File: src/rtl/div_even_detect.sv
// Measures the period and high time of a divided clock in clk_in cycles and locks onto a
// stable even, 50%-duty ratio. The lock decision is registered one cycle after the qualifying rise.
module div_even_detect #(
  parameter int MAX_DIV     = 20,
  parameter int LOCK_COUNT  = 4,
  parameter int SYNC_STAGES = 2,
  localparam int CW         = $clog2(MAX_DIV + 2)
) (
  input  logic          clk_in,
  input  logic          rst_n,
  input  logic          clk_div_in,
  output logic [CW-1:0] ratio_out,
  output logic          locked,
  output logic          err
);

  localparam int MW = $clog2(LOCK_COUNT + 1);
  localparam logic [CW-1:0] CNT_MAX = CW'(MAX_DIV + 1);
  localparam logic [CW-1:0] DIV_MAX = CW'(MAX_DIV);
  localparam logic [CW-1:0] DIV_MIN = CW'(2);
  localparam logic [MW-1:0] LOCK_N  = MW'(LOCK_COUNT);

  typedef enum logic [1:0] {IDLE, ACQUIRE, LOCKED} state_t;

  logic [SYNC_STAGES-1:0] sync_q;
  logic                   s_d_q;
  logic [CW-1:0]          cnt_q, hcnt_q, cand_q, cand_d, ratio_q, ratio_d;
  logic [MW-1:0]          match_q, match_d, match_inc;
  state_t                 state_q, state_d;
  logic                   locked_q, locked_d, err_q, err_d;
  logic                   s, rise, tmo, p_vld;

  assign s         = sync_q[SYNC_STAGES-1];
  assign rise      = s & ~s_d_q;
  assign tmo       = (cnt_q == CNT_MAX) & ~rise;
  assign match_inc = match_q + MW'(1);
  // At a rise, cnt_q holds the just-ended period and hcnt_q its high time.
  assign p_vld = ~cnt_q[0] && (cnt_q >= DIV_MIN) && (cnt_q <= DIV_MAX) &&
                 (hcnt_q == (cnt_q >> 1));

  always_ff @(posedge clk_in or negedge rst_n) begin
    if (!rst_n) begin
      sync_q <= '0;
      s_d_q  <= 1'b0;
      cnt_q  <= '0;
      hcnt_q <= '0;
    end else begin
      sync_q <= {sync_q[SYNC_STAGES-2:0], clk_div_in};
      s_d_q  <= s;
      if (rise) begin
        cnt_q  <= CW'(1);
        hcnt_q <= CW'(1);
      end else begin
        if (cnt_q != CNT_MAX) cnt_q <= cnt_q + CW'(1);
        if (s && (hcnt_q != CNT_MAX)) hcnt_q <= hcnt_q + CW'(1);
      end
    end
  end

  always_comb begin
    state_d  = state_q;
    match_d  = match_q;
    cand_d   = cand_q;
    ratio_d  = ratio_q;
    locked_d = locked_q;
    err_d    = 1'b0;
    case (state_q)
      IDLE: begin
        if (rise) begin
          state_d = ACQUIRE;
          match_d = '0;
        end
      end
      ACQUIRE: begin
        if (rise) begin
          if (p_vld && ((match_q == '0) || (cnt_q == cand_q))) begin
            cand_d  = cnt_q;
            match_d = match_inc;
            if (match_inc == LOCK_N) begin
              state_d  = LOCKED;
              ratio_d  = cnt_q;
              locked_d = 1'b1;
            end
          end else if (p_vld) begin
            cand_d  = cnt_q;
            match_d = MW'(1);
          end else begin
            match_d = '0;
          end
        end else if (tmo) begin
          state_d = IDLE;
          match_d = '0;
        end
      end
      LOCKED: begin
        if ((rise && !(p_vld && (cnt_q == ratio_q))) || tmo) begin
          state_d  = rise ? ACQUIRE : IDLE;
          locked_d = 1'b0;
          err_d    = 1'b1;
          match_d  = '0;
        end
      end
      default: state_d = IDLE;
    endcase
  end

  always_ff @(posedge clk_in or negedge rst_n) begin
    if (!rst_n) begin
      state_q  <= IDLE;
      match_q  <= '0;
      cand_q   <= '0;
      ratio_q  <= '0;
      locked_q <= 1'b0;
      err_q    <= 1'b0;
    end else begin
      state_q  <= state_d;
      match_q  <= match_d;
      cand_q   <= cand_d;
      ratio_q  <= ratio_d;
      locked_q <= locked_d;
      err_q    <= err_d;
    end
  end

  assign ratio_out = ratio_q;
  assign locked    = locked_q;
  assign err       = err_q;

endmodule

File: config.mk
export PLATFORM = sky130hd
export DESIGN_NAME = div_even_detect
export DESIGN_NICKNAME = d
export VERILOG_FILES = /design/src/rtl/div_even_detect.sv
export SDC_FILE = /design/constraint.sdc
export NUM_CORES = 1
export LEC_CHECK = 0
export CORE_MARGIN = 1.5
export CORE_UTILIZATION = 56
export CTS_CLUSTER_DIAMETER = 30
export DETAILED_ROUTE_END_ITERATION = 12
export DONT_BUFFER_PORTS = 1
export GPL_TIMING_DRIVEN = 0
export PLACE_DENSITY_LB_ADDON = 0.3
export RECOVER_POWER = 25
export SKIP_CTS_REPAIR_TIMING = 1
export SYNTH_ARGS = -nofsm -noshare
export SYNTH_HDL_FRONTEND = slang
export SYNTH_SLANG_ARGS = --single-unit
File: constraint.sdc
create_clock -name clk_in -period 2 [get_ports clk_in]
set_clock_uncertainty 0.15 [all_clocks]
set_input_delay 0.2 -clock clk_in [delete_from_list [all_inputs] [get_ports clk_in]]
set_output_delay 0.2 -clock clk_in [all_outputs]
set_load 0.005 [all_outputs]
==> flow_summary.ini, run 1 <==
[run_status]
status = complete, but fails checks
violations = setup timing

[detailed_routing]
viasPerCell = 5.90
num_vias = 1192
drc = 0
dr.pass1.iters = 4
routed.top_layer = met4
drt_iter0_drc = 37
wire_per_inst_um = 16.7
wl_met3_um = 157
drt-met1-wl_um = 1470
ant_nets = 0
dr_wl_met2_um = 1690
drt_wl_total_um = 3370

[sta]
layout_setup_ws_ns = -0.302
grt_setup_unrepaired = true
tightest_slew_ns = 0.736
timing.fmax_mhz = 434
slew_headroom_pct = 50.9
period_minus_slack_ns = 2.30
setup_viol = 15
drv_slew = 0
fin_hold_ws_ns = 0.220
period_share_pct = 115
report.final.hold_viol_count = 0

[clocking]
clkSinkCount = 30
cts_buffers = 5
htree_levels = 2
cts_buffer_depth = 2
cts_tree = yes
clk_latency_ns = 0.33
clk_pin_slew_worst_paths_ns = 0.09
ctsRootBufferMaster = clkbuf_4

[setup_path]
rr_startpoint = cnt_q[4]
r2r_setup_slack_ns = -0.30
critPathMaxFanout = 7
reg2regPathDepth = 6
arrival_ns = 2.37
reg2reg_to = ratio_out[1]
crit_family = flip-flops
cp.required_ns = 2.07
slowest_delay_ns = 0.49
cpMaxStageDelayCell = dfrtp_2
path_cells = xor2_1 > a2111oi_4 > nand4_2 > nor3_4 > buf_6 > mux2_4
path_buf_inv = 1
cp-start-kind = flop
worstSetupPathType = flop to flop
cp-end-kind = flop

[yosys]
yosysTopAreaCellShare_pct = 46.9
synth_edf_count = 0
synth_ff_type = dfrtp_1
yosys_register_bits = 30
syn_nets = 161
synth_warnings = 0
syn_avg_cell_area_um2 = 10.6
seq_area_frac_synth_pct = 46.9
synthTopCellsByArea = dfrtp_1 (47%), xor2_1 (7.7%), ha_1 (5.5%), mux2_2 (4.9%), nor2_1 (3.3%)
synthDistinctLibCells = 36
async_reset_ff_share_pct = 100
syn_inst = 151
yosysTopAreaCell = dfrtp_1
syn-cell-area_um2 = 1600

[min_path]
hold_class = flop to flop
min_path_cells = 0
hold_end = sync_q[1]
hp-start = sync_q[0]

[placement]
finalWeightedCongestion = 0.811
place_ws_ns = -0.335
portBuffers = 0
place_area_um2 = 1650
dpl.hpwl_um = 2050

[grt]
antenna_found_initial = 0
overflow = 0
grt_use_total_pct = 21.2
grt_pass1_wl_um = 5110
grt_max_degree = 31
grt_pass1_vias = 1111

[floorplan]
die_w_um = 56.5
core_um2 = 2730
num_rows = 19
dieArea_um2 = 3190
boundaryPins = 10
fp.dieH_um = 56.5
start_util_pct = 58.5

[run]
cap_viol_max_count = 0

[final_layout]
multiInputGateArea_um2 = 842
antenna_cells = 0
utilization_pct = 68.9
ff_latch_area_um2 = 756
drive_above_1_share_pct = 26.3
final_cell_area_um2 = 1880
nNetsFinal = 180
n_fill_cell = 206
syn_to_final_growth_pct = 17.7

[power]
ir_drop_mv = 0.899
p_leak_nw = 0.925
power.density_nw_per_um2 = 1020
finalPower_mw = 1.92
## synthesized netlist by cell type, types with 2 or more instances
master    instances
dfrtp_1          30
nor2_1           14
xor2_1           14
nand2_1          10
inv_1             9
ha_1              7
mux2_2            7
nand3_1           6
xnor2_1           6
o21ai_0           5
a21oi_1           4
buf_2             4
nor2b_1           4
nor3_1            3
o211ai_1          3
and2_1            2
clkbuf_1          2
nand4_1           2
nand4_2           2
## kinds of logic after synthesis
group	synth area share (%)
compound gates	10.4
buf+inv	4.30
simple gates	17.0
fa+ha+maj	5.47
flops	46.9
mux	4.93
xor+xnor	10.9
## layer usage
layer / GRT usage, % / vias to the layer above
met3: 5.99 / 10
met4: 12.6 / 0
li1: - / 554
met2: 30.6 / 38
met5: 0 / -
met1: 28.4 / 590
## stage by stage
step	setup TNS (ns)	instances
floorplan	-0.602	151
global placement	-1.77	182
detailed placement	-2.36	182
CTS	-2.43	190
global route	-3.26	202
finish	-2.27	202
## worst register-to-register path, delay by kind of cell, from the launching register on
kind            cells  cell delay, ns
compound gates      1            0.45
simple gates        2            0.47
flops               1            0.49
xor+xnor            1            0.19
buf+inv             1            0.15
mux                 1            0.29
## cell type report
type,instances,area share (%)
inverter,9,1.79
timing repair buffer,14,6.51
sequential,30,40.1
clock inverter,1,0.266
tap,31,2.06
buffer,5,1.59
clock buffer,7,2.92
multi-input combinational,105,44.7
## report_power, final
part	internal (mW)	total [mW]	switching, mW
Combinational	0.352	0.734	0.383
Clock	0.170	0.381	0.211
Sequential	0.699	0.804	0.105
## worst max path at each step
| stage | from | to | slack [ns] | cells past startpoint |
|---|---|---|---|---|
| CTS | cnt_q[1] | ratio_out[1] | -0.34 | 6 |
| global placement | cnt_q[1] | ratio_out[3] | -0.31 | 6 |
| finish | cnt_q[4] | ratio_out[1] | -0.30 | 6 |
| detailed placement | cnt_q[1] | ratio_out[1] | -0.34 | 6 |
| global route | cnt_q[4] | ratio_out[1] | -0.37 | 6 |
| floorplan | cnt_q[1] | ratio_out[1] | -0.16 | 6 |
## sequential cells by signal, summed over array words and instances (netlist names)
name / count
hcnt_q: 5
err: 1
locked: 1
cand_q: 5
s_d_q: 1
sync_q: 2
match_q: 3
state_q: 2
cnt_q: 5
ratio_out: 5
## cells in the final DEF, fill, tap and decap left out, types with 3 or more instances in the layout
cell type	n
mux2_2	3
nand2_1	10
xnor2_1	6
buf_2	3
dfrtp_1	26
ha_1	7
xor2_1	14
dfrtp_2	4
mux2_4	4
o21ai_0	5
inv_1	9
nand3_1	6
buf_6	5
nor2_1	14
a21oi_1	4
nor2b_1	4
o211ai_1	3
clkbuf_4	5
buf_4	7
Power figures use the tool's default switching activity.
==> run 2, diff against run 1 <==
Settings changed: ABC_AREA set to 0, CORE_ASPECT_RATIO set to 1.1.
==> run 2 against run 1 <==
Against the previous run: the run still ends with setup timing left; highest routed layer unchanged; critical endpoint is now ratio_out[2]; total power fell by 3.1%; largest power group unchanged; first-iteration DRC count fell by 49%; sequential share of layout area rose by 0.98 points; via count fell by 3.5%; critical path depth rose by 1; combinational power fell by 7.4%.
==> flow_summary.ini, run 2 (same netlist as run 1, synthesis figures left out) <==
[run_status]
status = complete, but fails checks
violations = setup timing

[floorplan]
dieArea_um2 = 3190
boundaryPins = 10
fp.dieH_um = 59.1
die_w_um = 54.0
core_um2 = 2750
start_util_pct = 58.1
num_rows = 20

[final_layout]
multiInputGateArea_um2 = 822
drive_above_1_share_pct = 20.5
final_cell_mix = dfrtp_1 (29), xor2_1 (14), nor2_1 (14)
final_common_cell = dfrtp_1
ff_latch_area_um2 = 752
antenna_cells = 0
utilization_pct = 66.5
syn_to_final_growth_pct = 14.3
n_fill_cell = 226
nNetsFinal = 175

[power]
p_leak_nw = 0.933
power.density_nw_per_um2 = 1020
ir_drop_mv = 0.854
finalPower_mw = 1.86

[min_path]
hp-start = sync_q[0]
min_path_cells = 0
hold_end = sync_q[1]
hold_class = flop to flop

[setup_path]
worstSetupPathType = flop to flop
cp-end-kind = flop
path_cells = buf_6 > and2_4 > a2111oi_4 > nand4_2 > nor3_4 > buf_12 > mux2_4
reg2regPathDepth = 7
r2r_setup_slack_ns = -0.24
cp-start-kind = flop
path_buf_inv = 2
arrival_ns = 2.31
rr_startpoint = cnt_q[1]
cpMaxStageDelayCell = dfrtp_1
cp.required_ns = 2.06
crit_family = simple AND/OR/NAND/NOR gates
slowest_delay_ns = 0.41
reg2reg_to = ratio_out[2]
critPathMaxFanout = 8

[sta]
period_share_pct = 112
drv_slew = 0
timing.fmax_mhz = 445
report.final.hold_viol_count = 0
grt_setup_unrepaired = true
tightest_slew_ns = 1.31
setup_viol = 15
period_minus_slack_ns = 2.24
slew_headroom_pct = 12.4
final.setup.tns_ns = -2.15
layout_setup_ws_ns = -0.245

[detailed_routing]
wire_per_inst_um = 15.5
drc = 0
ant_nets = 0
drt_wl_total_um = 3090
dr.pass1.iters = 4
num_vias = 1150
drt_iter0_drc = 19
viasPerCell = 5.78

[clocking]
cts_buffers = 5
cts_buffer_depth = 2
ctsRootBufferMaster = clkbuf_4
htree_levels = 2
clkSinkCount = 30
cts_tree = yes
clk_pin_slew_worst_paths_ns = 0.09
clk_latency_ns = 0.33

[grt]
antenna_found_initial = 0
overflow = 0
grt_use_total_pct = 22.3
grt_max_degree = 31
grt_pass1_wl_um = 5000
grt_pass1_vias = 1105

[placement]
dpl.hpwl_um = 1990
finalWeightedCongestion = 0.824
portBuffers = 0

[run]
cap_viol_max_count = 0
-- run 2: cell type report --
| cell class | instances | area share, % |
|---|---|---|
| Multi-Input combinational cell | 105 | 44.9 |
| Sequential cell | 30 | 41.1 |
| Timing Repair Buffer | 9 | 4.92 |
| Clock buffer | 7 | 3.01 |
| Tap cell | 33 | 2.26 |
| Inverter | 9 | 1.85 |
| Buffer | 5 | 1.64 |
| Clock inverter | 1 | 0.274 |
-- run 2: worst max-delay path by stage --
| stage | from | depth (start not counted) | to | slack [ns] |
|---|---|---|---|---|
| floorplan | cnt_q[1] | 6 | ratio_out[1] | -0.16 |
| global placement | cnt_q[1] | 6 | ratio_out[1] | -0.32 |
| detailed placement | cnt_q[1] | 6 | ratio_out[1] | -0.34 |
| CTS | cnt_q[1] | 6 | ratio_out[1] | -0.35 |
| global route | cnt_q[2] | 7 | ratio_out[2] | -0.34 |
| finish | cnt_q[1] | 7 | ratio_out[2] | -0.24 |
-- run 2: where the power goes --
part	leakage, nW	switching [mW]	internal (mW)	total (mW)
Clock	0.0353	0.208	0.170	0.378
Sequential	0.392	0.105	0.697	0.801
Combinational	0.505	0.356	0.323	0.680
-- run 2: metal layers --
metal  wire length, um  global-route usage, %  part of all wire [%]  vias to the layer above
met5                 0                      0                     0                        -
met4                31                   9.64                   1.0                        0
met3               154                   6.82                   5.0                        2
met2              1540                   32.6                    50                       29
met1              1360                   30.7                    44                      569
li1                  -                      -                     -                      550
-- run 2: through the flow --
step / instances / hold slack (ns) / setup slack [ns] / instance area, um2
2_1_floorplan: 151 / -0.246 / -0.161 / 1610
3_3_place_gp: 184 / -0.245 / -0.316 / 1650
3_5_place_dp: 184 / -0.245 / -0.339 / 1650
4_1_cts: 192 / -0.612 / -0.350 / 1710
5_1_grt: 199 / 0.235 / -0.341 / 1830
6_report: 199 / 0.212 / -0.245 / 1830
